### src/rtl/mux4_arb_pkg.sv
// rtl/mux4_arb_pkg.sv - shared types and constants for the 4:1 round-robin mux arbiter
//
// Purpose: arbiter state encoding, requester count, select width and a
//          select-to-one-hot helper shared by mux4_rr_arbiter and rr_pick.
package mux4_arb_pkg;

  localparam int NUM_REQ = 4;
  localparam int SEL_W   = 2;

  typedef enum logic {
    IDLE  = 1'b0,
    GRANT = 1'b1
  } state_t;

  // One-hot grant vector for a given mux select.
  function automatic logic [NUM_REQ-1:0] sel_onehot(input logic [SEL_W-1:0] s);
    return NUM_REQ'(1) << s;
  endfunction

endpackage

### src/rtl/mux4_rr_arbiter_rr_pick.sv
// rtl/mux4_rr_arbiter_rr_pick.sv - rotating-priority first-set-bit picker
//
// Purpose: finds the first asserted request scanning ptr, ptr+1, ptr+2, ptr+3
//          (wrapping modulo 4).
// Ports:
//   req_i   [3:0] request vector
//   ptr_i   [1:0] highest-priority slot for this scan
//   found_o       at least one request is set
//   idx_o   [1:0] index of the winning request (0 when none found)
module rr_pick
  import mux4_arb_pkg::*;
(
  input  logic [NUM_REQ-1:0] req_i,
  input  logic [SEL_W-1:0]   ptr_i,
  output logic               found_o,
  output logic [SEL_W-1:0]   idx_o
);

  logic             found_c;
  logic [SEL_W-1:0] idx_c;
  logic [SEL_W-1:0] cand;

  always_comb begin
    found_c = 1'b0;
    idx_c   = '0;
    cand    = '0;
    for (int i = 0; i < NUM_REQ; i++) begin
      // SEL_W-bit addition wraps naturally, giving the modulo-4 scan order.
      cand = ptr_i + SEL_W'(i);
      if (!found_c && req_i[cand]) begin
        found_c = 1'b1;
        idx_c   = cand;
      end
    end
  end

  assign found_o = found_c;
  assign idx_o   = idx_c;

endmodule

### src/rtl/mux4_rr_arbiter.sv
// rtl/mux4_rr_arbiter.sv - round-robin sequencer for a shared 4:1 data mux
//
// Purpose: grants one of four requesters at a time, steers the 4:1 data mux,
//          and hands beats to a single consumer over valid/ready. A grant lasts
//          at most HOLD_MAX transfers before priority rotates.
// Ports:
//   clk        rising-edge clock
//   rst        asynchronous active-high reset
//   req  [3:0] per-requester request, held while that requester has data
//   d0..d3     requester data, WIDTH bits each
//   out_ready  consumer accepts the current beat
//   out_valid  beat present on out_data
//   out_data   selected data, zero whenever out_valid is low
//   sel  [1:0] registered mux select
//   grant[3:0] registered one-hot grant, 0000 when idle
//   ack  [3:0] one-hot pulse marking an accepted transfer
//   busy       arbiter is in GRANT
module mux4_rr_arbiter
  import mux4_arb_pkg::*;
#(
  parameter int WIDTH    = 4,
  parameter int HOLD_MAX = 4
) (
  input  logic               clk,
  input  logic               rst,
  input  logic [NUM_REQ-1:0] req,
  input  logic [WIDTH-1:0]   d0,
  input  logic [WIDTH-1:0]   d1,
  input  logic [WIDTH-1:0]   d2,
  input  logic [WIDTH-1:0]   d3,
  input  logic               out_ready,
  output logic               out_valid,
  output logic [WIDTH-1:0]   out_data,
  output logic [SEL_W-1:0]   sel,
  output logic [NUM_REQ-1:0] grant,
  output logic [NUM_REQ-1:0] ack,
  output logic               busy
);

  localparam int              CNT_W    = $clog2(HOLD_MAX + 1);
  localparam logic [CNT_W-1:0] CNT_LAST = CNT_W'(HOLD_MAX);

  state_t             state_q, state_d;
  logic [SEL_W-1:0]   sel_q, sel_d;
  logic [NUM_REQ-1:0] grant_q, grant_d;
  logic [SEL_W-1:0]   ptr_q, ptr_d;
  logic [CNT_W-1:0]   cnt_q, cnt_d;

  logic [SEL_W-1:0]   pick_ptr;
  logic               pick_found;
  logic [SEL_W-1:0]   pick_idx;
  logic [SEL_W-1:0]   sel_next_slot;
  logic               xfer;
  logic [CNT_W-1:0]   cnt_inc;
  logic [WIDTH-1:0]   data_sel;

  // ---------------------------------------------------------------------------
  // Picker: when idle it scans from the stored pointer; while granted it scans
  // from the slot after the current select, so the pick is already the correct
  // answer for any leaving event this cycle.
  // ---------------------------------------------------------------------------
  assign sel_next_slot = sel_q + SEL_W'(1);
  assign pick_ptr      = (state_q == IDLE) ? ptr_q : sel_next_slot;

  rr_pick u_pick (
    .req_i   (req),
    .ptr_i   (pick_ptr),
    .found_o (pick_found),
    .idx_o   (pick_idx)
  );

  // ---------------------------------------------------------------------------
  // Handshake and datapath
  // ---------------------------------------------------------------------------
  assign out_valid = (state_q == GRANT) && req[sel_q];
  assign xfer      = out_valid && out_ready;
  assign cnt_inc   = cnt_q + CNT_W'(1);

  always_comb begin
    data_sel = '0;
    case (sel_q)
      2'd0:    data_sel = d0;
      2'd1:    data_sel = d1;
      2'd2:    data_sel = d2;
      default: data_sel = d3;
    endcase
  end

  assign out_data = out_valid ? data_sel : '0;
  assign ack      = grant_q & {NUM_REQ{xfer}};
  assign sel      = sel_q;
  assign grant    = grant_q;
  assign busy     = (state_q == GRANT);

  // ---------------------------------------------------------------------------
  // Next-state logic
  // ---------------------------------------------------------------------------
  always_comb begin
    state_d = state_q;
    sel_d   = sel_q;
    grant_d = grant_q;
    ptr_d   = ptr_q;
    cnt_d   = cnt_q;

    case (state_q)
      IDLE: begin
        if (pick_found) begin
          state_d = GRANT;
          sel_d   = pick_idx;
          grant_d = sel_onehot(pick_idx);
          cnt_d   = '0;
        end
      end

      GRANT: begin
        if (!out_valid) begin
          // Release: granted requester dropped its request; this cycle is the
          // bubble and the grant moves on (or the arbiter idles).
          ptr_d = sel_next_slot;
          cnt_d = '0;
          if (pick_found) begin
            sel_d   = pick_idx;
            grant_d = sel_onehot(pick_idx);
          end else begin
            state_d = IDLE;
            grant_d = '0;
          end
        end else if (xfer) begin
          if (cnt_inc == CNT_LAST) begin
            // Forced rotation: req[sel] is still high so the pick always
            // succeeds, landing back on sel only when nobody else asks.
            ptr_d   = sel_next_slot;
            sel_d   = pick_idx;
            grant_d = sel_onehot(pick_idx);
            cnt_d   = '0;
          end else begin
            cnt_d = cnt_inc;
          end
        end
        // Backpressure (valid, not ready): everything holds.
      end

      default: begin
        state_d = IDLE;
        grant_d = '0;
      end
    endcase
  end

  // ---------------------------------------------------------------------------
  // State registers
  // ---------------------------------------------------------------------------
  always_ff @(posedge clk or posedge rst) begin
    if (rst) begin
      state_q <= IDLE;
      sel_q   <= '0;
      grant_q <= '0;
      ptr_q   <= '0;
      cnt_q   <= '0;
    end else begin
      state_q <= state_d;
      sel_q   <= sel_d;
      grant_q <= grant_d;
      ptr_q   <= ptr_d;
      cnt_q   <= cnt_d;
    end
  end

endmodule

### config.mk
export PLATFORM = sky130hd
export DESIGN_NAME = mux4_rr_arbiter
export DESIGN_NICKNAME = d
export VERILOG_FILES = /design/src/rtl/mux4_arb_pkg.sv /design/src/rtl/mux4_rr_arbiter_rr_pick.sv /design/src/rtl/mux4_rr_arbiter.sv
export SDC_FILE = /design/constraint.sdc
export NUM_CORES = 1
export LEC_CHECK = 0
export CORE_UTILIZATION = 41
export DETAILED_ROUTE_END_ITERATION = 6
export GPL_TIMING_DRIVEN = 0
export PLACE_DENSITY_LB_ADDON = 0.2
export SLEW_MARGIN = 20
export SYNTH_ARGS = -nofsm -noshare
export SYNTH_HDL_FRONTEND = slang
export SYNTH_SLANG_ARGS = --single-unit
### constraint.sdc
create_clock -name clk -period 2.03 [get_ports clk]
set_input_delay 0.3045 -clock clk [delete_from_list [all_inputs] [get_ports clk]]
set_output_delay 0.3045 -clock clk [all_outputs]
set_load 0.05 [all_outputs]
# ---- After elaboration in Yosys (flattened, before gate mapping)
# Index checks and enable logic that the tools add are counted.
dict set report op_classes {
  magnitude_cmp 5
  shift 1
  eq_ne 8
  muxes 43
  n_addsub 5
  n_bitwise 2
  n_reduce_logical 13
}
# op count
set op_table {}
lappend op_table {{2-bit 2-to-1 mux} 12}
lappend op_table {{4-bit 2-to-1 mux} 6}
lappend op_table {{2-bit by 3-bit less-than comparator with 1-bit output, second input constant} 5}
lappend op_table {{3-bit 2-to-1 mux} 4}
lappend op_table {{4-bit one-hot mux with 3 select lines} 1}
lappend op_table {{1-bit 2-to-1 mux} 11}
lappend op_table {{1-bit binary-select mux with 2-bit select} 5}
lappend op_table {{4-bit one-hot mux with 2 select lines} 1}
lappend op_table {{3-bit by 2-bit != test with 1-bit output, second input constant} 2}
lappend op_table {{3-bit one-hot mux with 2 select lines} 1}
lappend op_table {{3-bit AND reduction} 2}
lappend op_table {{1-bit logical AND} 5}
lappend op_table {{2-bit by 1-bit adder with 2-bit output, second input constant} 2}
lappend op_table {{2-bit adder, second input constant} 2}
lappend op_table {{4-bit bitwise AND} 1}
lappend op_table {{2-bit by 1-bit != test with 1-bit output, second input constant} 2}
lappend op_table {{2-bit one-hot mux with 2 select lines} 1}
lappend op_table {{2-bit AND reduction} 2}
lappend op_table {{1-bit by 2-bit << shifter with 4-bit output, first input constant} 1}
lappend op_table {{3-bit by 1-bit adder with 3-bit output, second input constant} 1}
lappend op_table {{3-bit equality test, second input constant} 1}
lappend op_table {{1-bit logical NOT} 3}
lappend op_table {{2-bit by 1-bit equality test with 1-bit output, second input constant} 1}
lappend op_table {{2-bit equality test, second input constant} 1}
lappend op_table {{4 further kinds} 4}
dict set report totals {
  regBits 12
  word_cells 82
}

# ---- Longest topological paths before layout
# Gate-level depths: netlist of run 1.
dict set report logic_depth {
  ltp_word 19
  ltp_mapped 7
}

# ---- Hierarchy
# From an unflattened synthesis of run 1, not the netlist that was laid out.
dict set report hier_totals {
  cells_unflattened 96
  area_unflattened_um2 903.4
}
# mod n_inst cells_per_inst area_each_um2 seq_area_each_um2
set modules_own_cells {}
lappend modules_own_cells {mux4_rr_arbiter 1 81 825.8 300.3}
lappend modules_own_cells {rr_pick 1 15 77.6 0.0}

# ---- Worst setup path before layout of run 1
# No wires, ideal clock.
dict set report synth_path {
  path_type {reg2out}
  from {register state_q (netlist: busy)}
  to {output port ack[0]}
  stages_incl_launch_ff 6
  slack_ps -201
  arrival_time_ps 1927
  cell_sequence {dfrtp_1 -> nand2b_1 -> o22a_1 -> buf_6 -> nor2b_1 -> and2_1}
}
dict set report synth_via {
  elab_chain_cells 3
}
# element line_no
set synth_rtl {}
lappend synth_rtl {{from (decl)} mux4_rr_arbiter.sv:43} ;# state_t state_q, state_d;
lappend synth_rtl {{from (signal assigned)} mux4_rr_arbiter.sv:161} ;# state_q <= state_d;
lappend synth_rtl {{1-bit logical AND} mux4_rr_arbiter.sv:75} ;# assign out_valid = (state_q == GRANT) && req[sel_q];
lappend synth_rtl {{1-bit logical AND} mux4_rr_arbiter.sv:76} ;# assign xfer = out_valid && out_ready;
lappend synth_rtl {{4-bit bitwise AND} mux4_rr_arbiter.sv:90} ;# assign ack = grant_q & {NUM_REQ{xfer}};
lappend synth_rtl {{to (decl)} mux4_rr_arbiter.sv:36} ;# output logic [NUM_REQ-1:0] ack,
# No other way between the ends.

# ---- Final worst setup path of run 1
dict set report layout_path {
  from {register sel_q[1] (netlist: sel[1])}
  to {output port out_data[3]}
}
dict set report layout_via {
  elab_chain_cells 4
  elab_cells_between_ends 8
  cone_classes {eq/ne: 2; mux: 4; reduce/logical: 2}
}
# element line_no
set layout_rtl {}
lappend layout_rtl {{from (decl)} mux4_rr_arbiter.sv:44} ;# logic [SEL_W-1:0] sel_q, sel_d;
lappend layout_rtl {{from (signal assigned)} mux4_rr_arbiter.sv:162} ;# sel_q <= sel_d;
lappend layout_rtl {{1-bit binary-select mux with 2-bit select} mux4_rr_arbiter.sv:75}
lappend layout_rtl {{1-bit 2-to-1 mux (implied by the code)} mux4_rr_arbiter.sv:75}
lappend layout_rtl {{1-bit logical AND} mux4_rr_arbiter.sv:75}
lappend layout_rtl {{4-bit 2-to-1 mux *} mux4_rr_arbiter.sv:89} ;# assign out_data = out_valid ? data_sel : '0;
lappend layout_rtl {{to (decl)} mux4_rr_arbiter.sv:33} ;# output logic [WIDTH-1:0] out_data,
# Every way passes the cells marked *; elsewhere a longest branch is shown, timed or not. The select of a mux whose other input is x is not followed.

==> summary.md, run 1 <==
| Metric | Value |
|---|---|
| Run status | finished with violations |
| Failing checks | negative setup slack |
| CP Capture Type | output pin |
| Mapped Cells | 95 |
| Starting Density | 44.7% |
| Switching share of power | between 40 and 50% |
| Chip width | 49.0 µm |
| Syn nets | 124 |
| Crit path max-delay family | compound AO/OA/AOI/OAI gates |
| HP Class | input pin to asynchronous set/reset pin |
| Maximum vdd ir drop | 0.00114 V |
| Commonest non-fill, non-tap cell in the layout | clkdlybuf4s50_1 |
| # clock sinks | 12 |
| Area Growth Syn to Fin | 65.6% |
| Placed cell areas | 1320 µm² |
| Clock power frac | under 10% |
| CTS tree | built |
| Clock Skews | around 0.0095 ns |
| Tot GR Track Use | 22.3% |
| Critical path's slowest cell | dfrtp_2 |
| Vias in the first global route | approximately 890 |
| DR pass1 iterations | 4 |
| Die area | 2400 µm² |
| Synth area leaders | dfrtp_1, ha_1, nor2_1, a222oi_1, mux2i_1 |
| Total Wirelength | ~2700 µm |
| Vias | 929 |
| Pint | approximately 1.2 mW |
| Power consumption | about 2.5 mW |
| CTS clk-pin slew, worst paths | about 0.080 ns |
| Min Tclk post-route | 2.18 ns |
| Clock Tree Root | clkbuf_4 |
| Clk Latency, worst-skew pair | between 0.2 and 0.3 ns |
| Synth area leader | dfrtp_1 |
| Core box area | 2020 µm² |
| # DRC | 0 |
| Seq pwr share | approximately 17% |
| Fin. max-slew vios | 0 |
| Crit-path most repeated cell | nor2_1 |
| Crit path kind | flop to output pin |
| CP peak stage delay | 0.45 ns |
| Fin Setup TNS | -0.438 ns |
| RD Place Congestion | approximately 0.77 |
| Leak | around 0.64 nW |
| Vias per inst | ~5.5 |
| Die H | about 50 µm |
| Worst-Margin Slew | around 0.6 ns |
| Crit Path Max Fanout | 4 |
| Synth top area share | 33.2% |
| Largest net degree at the start of global routing | 13 |
| Psw | ~1.2 mW |
| Worst path cell trace | buf_12 -> ha_4 -> a222oi_1 -> nor2_1 -> a21oi_1 -> nor2_1 -> buf_6 |
| Synth Area per Inst | 9.52 µm² |
| Initial antenna violation count | 0 |
| Layout fillers | 152 |
| Clock Tree Buf Depth | 2 |
| 1st-iter DRT viols | 20 |
| Number of port buffers | 37 |
| Yosys warns | 0 |
| Global-route wire length before repair | 4070 µm |
| # IOs | 39 |
| Nets | about 170 |
| Worst Path Buf+Inv | 2 |
| Final period util | 108% |
| Detailed Place HPWL | about 1900 µm |
| RSZ-0062 raised after global routing | true |
| Most frequent cells in the layout | clkdlybuf4s50_1, dfrtp_1, nor2_1, nand2_1 |
| Post-synthesis sequential area ratio | 33.2% |
| PwrDens | 1650 nW/µm² |
| Fraction of layout instances using a drive strength above 1 | 36.9% |
| Max-Cap Viols | 0 |
| Placed cells | 159 |
| Post-route ant nets | 0 |
| Worst setup SP type | flop |
| DP Worst Slack | -0.879 ns |
| Setup WS post-layout | -0.155 ns |
| WP data required | between 1.5 and 2 ns |
| Netlist Area Pre-Place | between 900 and 1000 µm² |
| # hold bufs at CTS | 0 |
| Worst path arrival time | around 1.9 ns |
| CTS HTree Levels | 1 |
| Num CTS Buffers | 3 |
| Final setup viols | 7 |
| Post-route cell area | 1500 µm² |
| Synth unique cells | 35 |
| GRT overflow | 0 |
| Max-slew headroom | ~60% |
| Yosys reg bits | 12 |
| Std cell rows | 16 |
| Final non-filler cell total | approximately 170 |
| Logic pwr share | 76.3% |
| # diodes | 0 |
| Final hold violation count | 0 |
| Fmax | between 400 and 500 MHz |
| Drt wl/cell | 16.0 µm |
## timing repair
item,in CTS,in global routing
pin swaps,4,5
gates resized for setup,76,13
setup buffers,3,3
setup endpoints to repair,11,14
gates cloned,0,0
hold endpoints to repair,0,0
## cell usage after synthesis, drive strengths merged
| cell | number |
|---|---|
| and2 | 4 |
| inv | 5 |
| nor2 | 12 |
| nor4 | 2 |
| mux2 | 3 |
| o21ai | 7 |
| o22ai | 1 |
| buf | 2 |
| xor2 | 1 |
| a32o | 3 |
| a21boi | 1 |
| o31ai | 2 |
| and3 | 2 |
| clkbuf | 1 |
| nand2 | 6 |
| nand2b | 3 |
| dfrtp | 12 |
| o22a | 1 |
| a211oi | 1 |
| o211ai | 2 |
| nor2b | 2 |
| nand4b | 1 |
| o211a | 1 |
| ha | 6 |
| a222oi | 4 |
| a21oi | 6 |
| mux2i | 4 |
## kinds of logic after synthesis
logic type / count (synthesis) / synth area share, %
AO/OA/AOI/OAI: 29 / 25.2
buffers and inverters: 8 / 4.29
XOR/XNOR: 1 / 0.968
AND/OR/NAND/NOR: 32 / 19.1
flip-flops: 12 / 33.2
multiplexers: 7 / 8.99
adder cells (fa/ha/maj): 6 / 8.30
## power by group through the flow
stage	combinational, mW	sequential, mW	clock [mW]
after global placement	1.50	0.420	0
after floorplan	0.968	0.577	0
final	1.89	0.431	0.156
after global routing	2.00	0.444	0.167
after detailed placement	1.55	0.424	0
after CTS	1.73	0.417	0.151
## cell type report
cell class                      instances  area [µm²]  area share [%]
Inverter                                5        21.3            1.42
Multi-Input combinational cell         75         649            43.4
Clock buffer                            4        26.3            1.75
Sequential cell                        12         304            20.3
Timing Repair Buffer                   43         447            29.8
Tap cell                               27        33.8            2.26
Buffer                                  2        16.3            1.09
## per-stage QoR
stage | util (%) | hold WS [ns]
after detailed placement | 65.3 | 0.491
final | 74.1 | 0.318
after global placement | 65.3 | 0.492
after global routing | 74.1 | 0.361
after CTS | 71.0 | 0.348
after floorplan | - | 0.169
## sequential cells by signal (all words and copies together), names as in the netlist
register	cells
ptr_q	2
grant	4
busy	1
cnt_q	3
sel	2
## worst paths after layout
| path | start | endpoint | slack (ns) | depth (start not counted) |
|---|---|---|---|---|
| setup reg to reg | sel[1] | grant[0] | 0.10 | 7 |
| min in group clk | req[3] | busy | 0.41 | 3 |
| setup / recovery | sel[1] | out_data[3] | -0.15 | 7 |
| hold reg to reg | grant[1] | grant[1] | 0.52 | 2 |
| max in group asynchronous | rst | busy | 1.37 | 2 |
| hold / removal | rst | grant[3] | 0.32 | 2 |
## metal layers
layer,routed length [µm],track usage (%),vias up
li1,-,-,445
met1,1070,26.4,443
met2,1460,40.5,37
met3,128,5.61,4
met4,32,4.41,0
met5,0,0,-
No activity file was read; power rests on OpenSTA's default activity.
==> run 2, diff against run 1 <==
--- a/config.mk
+++ b/config.mk
@@ -5,7 +5,8 @@
 export SDC_FILE = /design/constraint.sdc
 export NUM_CORES = 1
 export LEC_CHECK = 0
-export CORE_UTILIZATION = 41
+export ABC_CLOCK_PERIOD_IN_PS = 2029
+export CORE_UTILIZATION = 40
 export DETAILED_ROUTE_END_ITERATION = 6
 export GPL_TIMING_DRIVEN = 0
 export PLACE_DENSITY_LB_ADDON = 0.2
==> summary.md, run 2 (synthesis gave the netlist of run 1 again) <==
| Metric | Value |
|---|---|
| Min Tclk post-route | 2.07 ns (-0.118 ns) |
| Vias per inst | 5.56 (+0.49%) |
| Final non-filler cell total | 167 (-0.60%) |
| Tot GR Track Use | 22.7% (+0.43 points) |
| Power consumption | 2.38 mW (-3.7%) |
| Worst setup SP type | flop |
| CTS clk-pin slew, worst paths | 0.08 ns (about the same) |
| Final hold violation count | 0 (unchanged) |
| Area Growth Syn to Fin | 60.6% |
| HP Class | input pin to asynchronous set/reset pin |
| CTS HTree Levels | 1 (unchanged) |
| Worst-Margin Slew | 0.522 ns (-0.0610 ns) |
| Fmax | 484 MHz (+5.7%) |
| Global-route wire length before repair | 4300 µm (+5.6%) |
| Setup WS post-layout | -0.0371 ns (+0.118 ns) |
| Post-route ant nets | 0 (unchanged) |
| Worst path arrival time | 1.76 ns (-0.12 ns) |
| Initial antenna violation count | 0 (unchanged) |
| Chip width | 49.6 µm (+1.2%) |
| Failing checks | negative setup slack |
| Die H | 49.6 µm (+1.2%) |
| DP Worst Slack | -0.887 ns (-0.00832 ns) |
| Reg2Reg Setup Slack | 0.13 ns (+0.03 ns) |
| 1st-iter DRT viols | 28 (+40%) |
| Final period util | 102% (-5.8 points) |
| Detailed Place HPWL | 1760 µm (-6.2%) |
| Max-slew headroom | 64.9% (+4.1 points) |
| Placed cell areas | 1320 µm² (unchanged) |
| # IOs | 39 (unchanged) |
| GRT overflow | 0 (unchanged) |
| FF-to-FF Start | sel[1] |
| RSZ-0062 raised after global routing | true |
| Placed cells | 159 (unchanged) |
| Leak | 0.642 nW (-0.40%) |
| Clock Tree Buf Depth | 2 (unchanged) |
| PwrDens | 1640 nW/µm² (-0.73%) |
| Core box area | 2040 µm² (+0.99%) |
| Total Wirelength | 2600 µm (-3.1%) |
| Largest net degree at the start of global routing | 13 (unchanged) |
| Max-Cap Viols | 0 (unchanged) |
| Number of flip-flops in the largest register | 4 (unchanged) |
| CP peak stage delay | 0.45 ns (about the same) |
| Run status | finished with violations |
| Reg2reg end | grant[2] |
| Clk Latency, worst-skew pair | 0.28 ns (about the same) |
| Die area | 2460 µm² (+2.4%) |
| Vias | 928 (-0.11%) |
| Clock Skews | 0.00136 ns (-0.00816 ns) |
| Fin. max-slew vios | 0 (unchanged) |
| Starting Density | 44.3% (-0.44 points) |
| CP Capture Type | output pin |
| Most frequent cells in the layout | clkdlybuf4s50_1, nor2_1, dfrtp_1, nand2_1, a21oi_1 |
| # DRC | 0 (unchanged) |
| Drt wl/cell | 15.6 µm (-2.5%) |
| Worst path cell trace | inv_2 -> ha_2 -> a222oi_1 -> nor2_1 -> a21oi_1 -> nor2_1 -> buf_6 |
| Vias in the first global route | 944 (+5.7%) |
| Post-route cell area | 1450 µm² (-3.0%) |
| Origin of the worst setup path | sel[1] |
| Std cell rows | 16 (unchanged) |
| Fraction of layout instances using a drive strength above 1 | 33.6% (-3.3 points) |
| Number of port buffers | 37 (unchanged) |
| Crit path kind | flop to output pin |
| # diodes | 0 (unchanged) |
| Final setup viols | 7 (unchanged) |
| WP data required | 1.73 ns (about the same) |
| Num CTS Buffers | 3 (unchanged) |
| Crit path max-delay family | compound AO/OA/AOI/OAI gates |
| Crit-path most repeated cell | nor2_1 |
| DR pass1 iterations | 4 (unchanged) |
| R2R cell count | 7 (unchanged) |
| Worst Path Buf+Inv | 2 (unchanged) |
| Critical path's slowest cell | dfrtp_2 |
| RD Place Congestion | 0.724 (-6.4%) |
| CTS tree | built |
| Maximum vdd ir drop | 0.000940 V (-18%) |
| # clock sinks | 12 (unchanged) |
| Crit Path Max Fanout | 6 (+2) |
| Nets | 170 (-0.58%) |
| Layout fillers | 177 (+16%) |
| Clock Tree Root | clkbuf_4 |
| Commonest non-fill, non-tap cell in the layout | clkdlybuf4s50_1 |
[run 2: worst max-delay path by stage]
stage / endpoint / slack, ns / cells past startpoint
final: out_data[1] / -0.04 / 7
after floorplan: out_data[0] / -0.04 / 4
after CTS: out_data[2] / -0.04 / 7
after global placement: ack[0] / -0.85 / 7
after detailed placement: ack[2] / -0.89 / 7
after global routing: out_data[3] / -0.16 / 7
[run 2: area by class of cell]
class	instances	area (µm²)	share of cell area, %
Timing Repair Buffer	42	430	29.6
Sequential cell	12	304	20.9
Inverter	5	18.8	1.29
Tap cell	27	33.8	2.33
Buffer	2	16.3	1.12
Clock buffer	4	36.3	2.50
Multi-Input combinational cell	75	613	42.2
[run 2: per-layer routing]
layer / global-route usage, % / part of all wire [%] / vias to the layer above
met4: 8.10 / 1.5 / 0
met5: 0 / 0 / -
met3: 2.47 / 4.4 / 6
li1: - / - / 442
met1: 27.2 / 40 / 442
met2: 41.4 / 54 / 38
[run 2: through the flow]
step           hold WS (ns)  util [%]  setup TNS, ns
2_1_floorplan         0.169         -         -0.142
3_3_place_gp          0.483      64.6          -5.66
3_5_place_dp          0.497      64.6          -5.92
4_1_cts               0.347      70.4        -0.0753
5_1_grt               0.424      71.1         -0.845
6_report              0.379      71.1         -0.136
[run 2: repair_timing]
item / 4_1_cts / 5_1_grt
setup buffers: 5 / 0
gates resized for setup: 75 / 5
pin swaps: 3 / 2
endpoints found under the hold margin: 0 / 0
setup endpoints to repair: 11 / 12
hold buffers: 0 / 0
[run 2: report_power, final]
part | internal [mW] | switching, mW
clock | 0.109 | 0.0920
sequential | 0.335 | 0.0995
combinational | 0.761 | 0.988
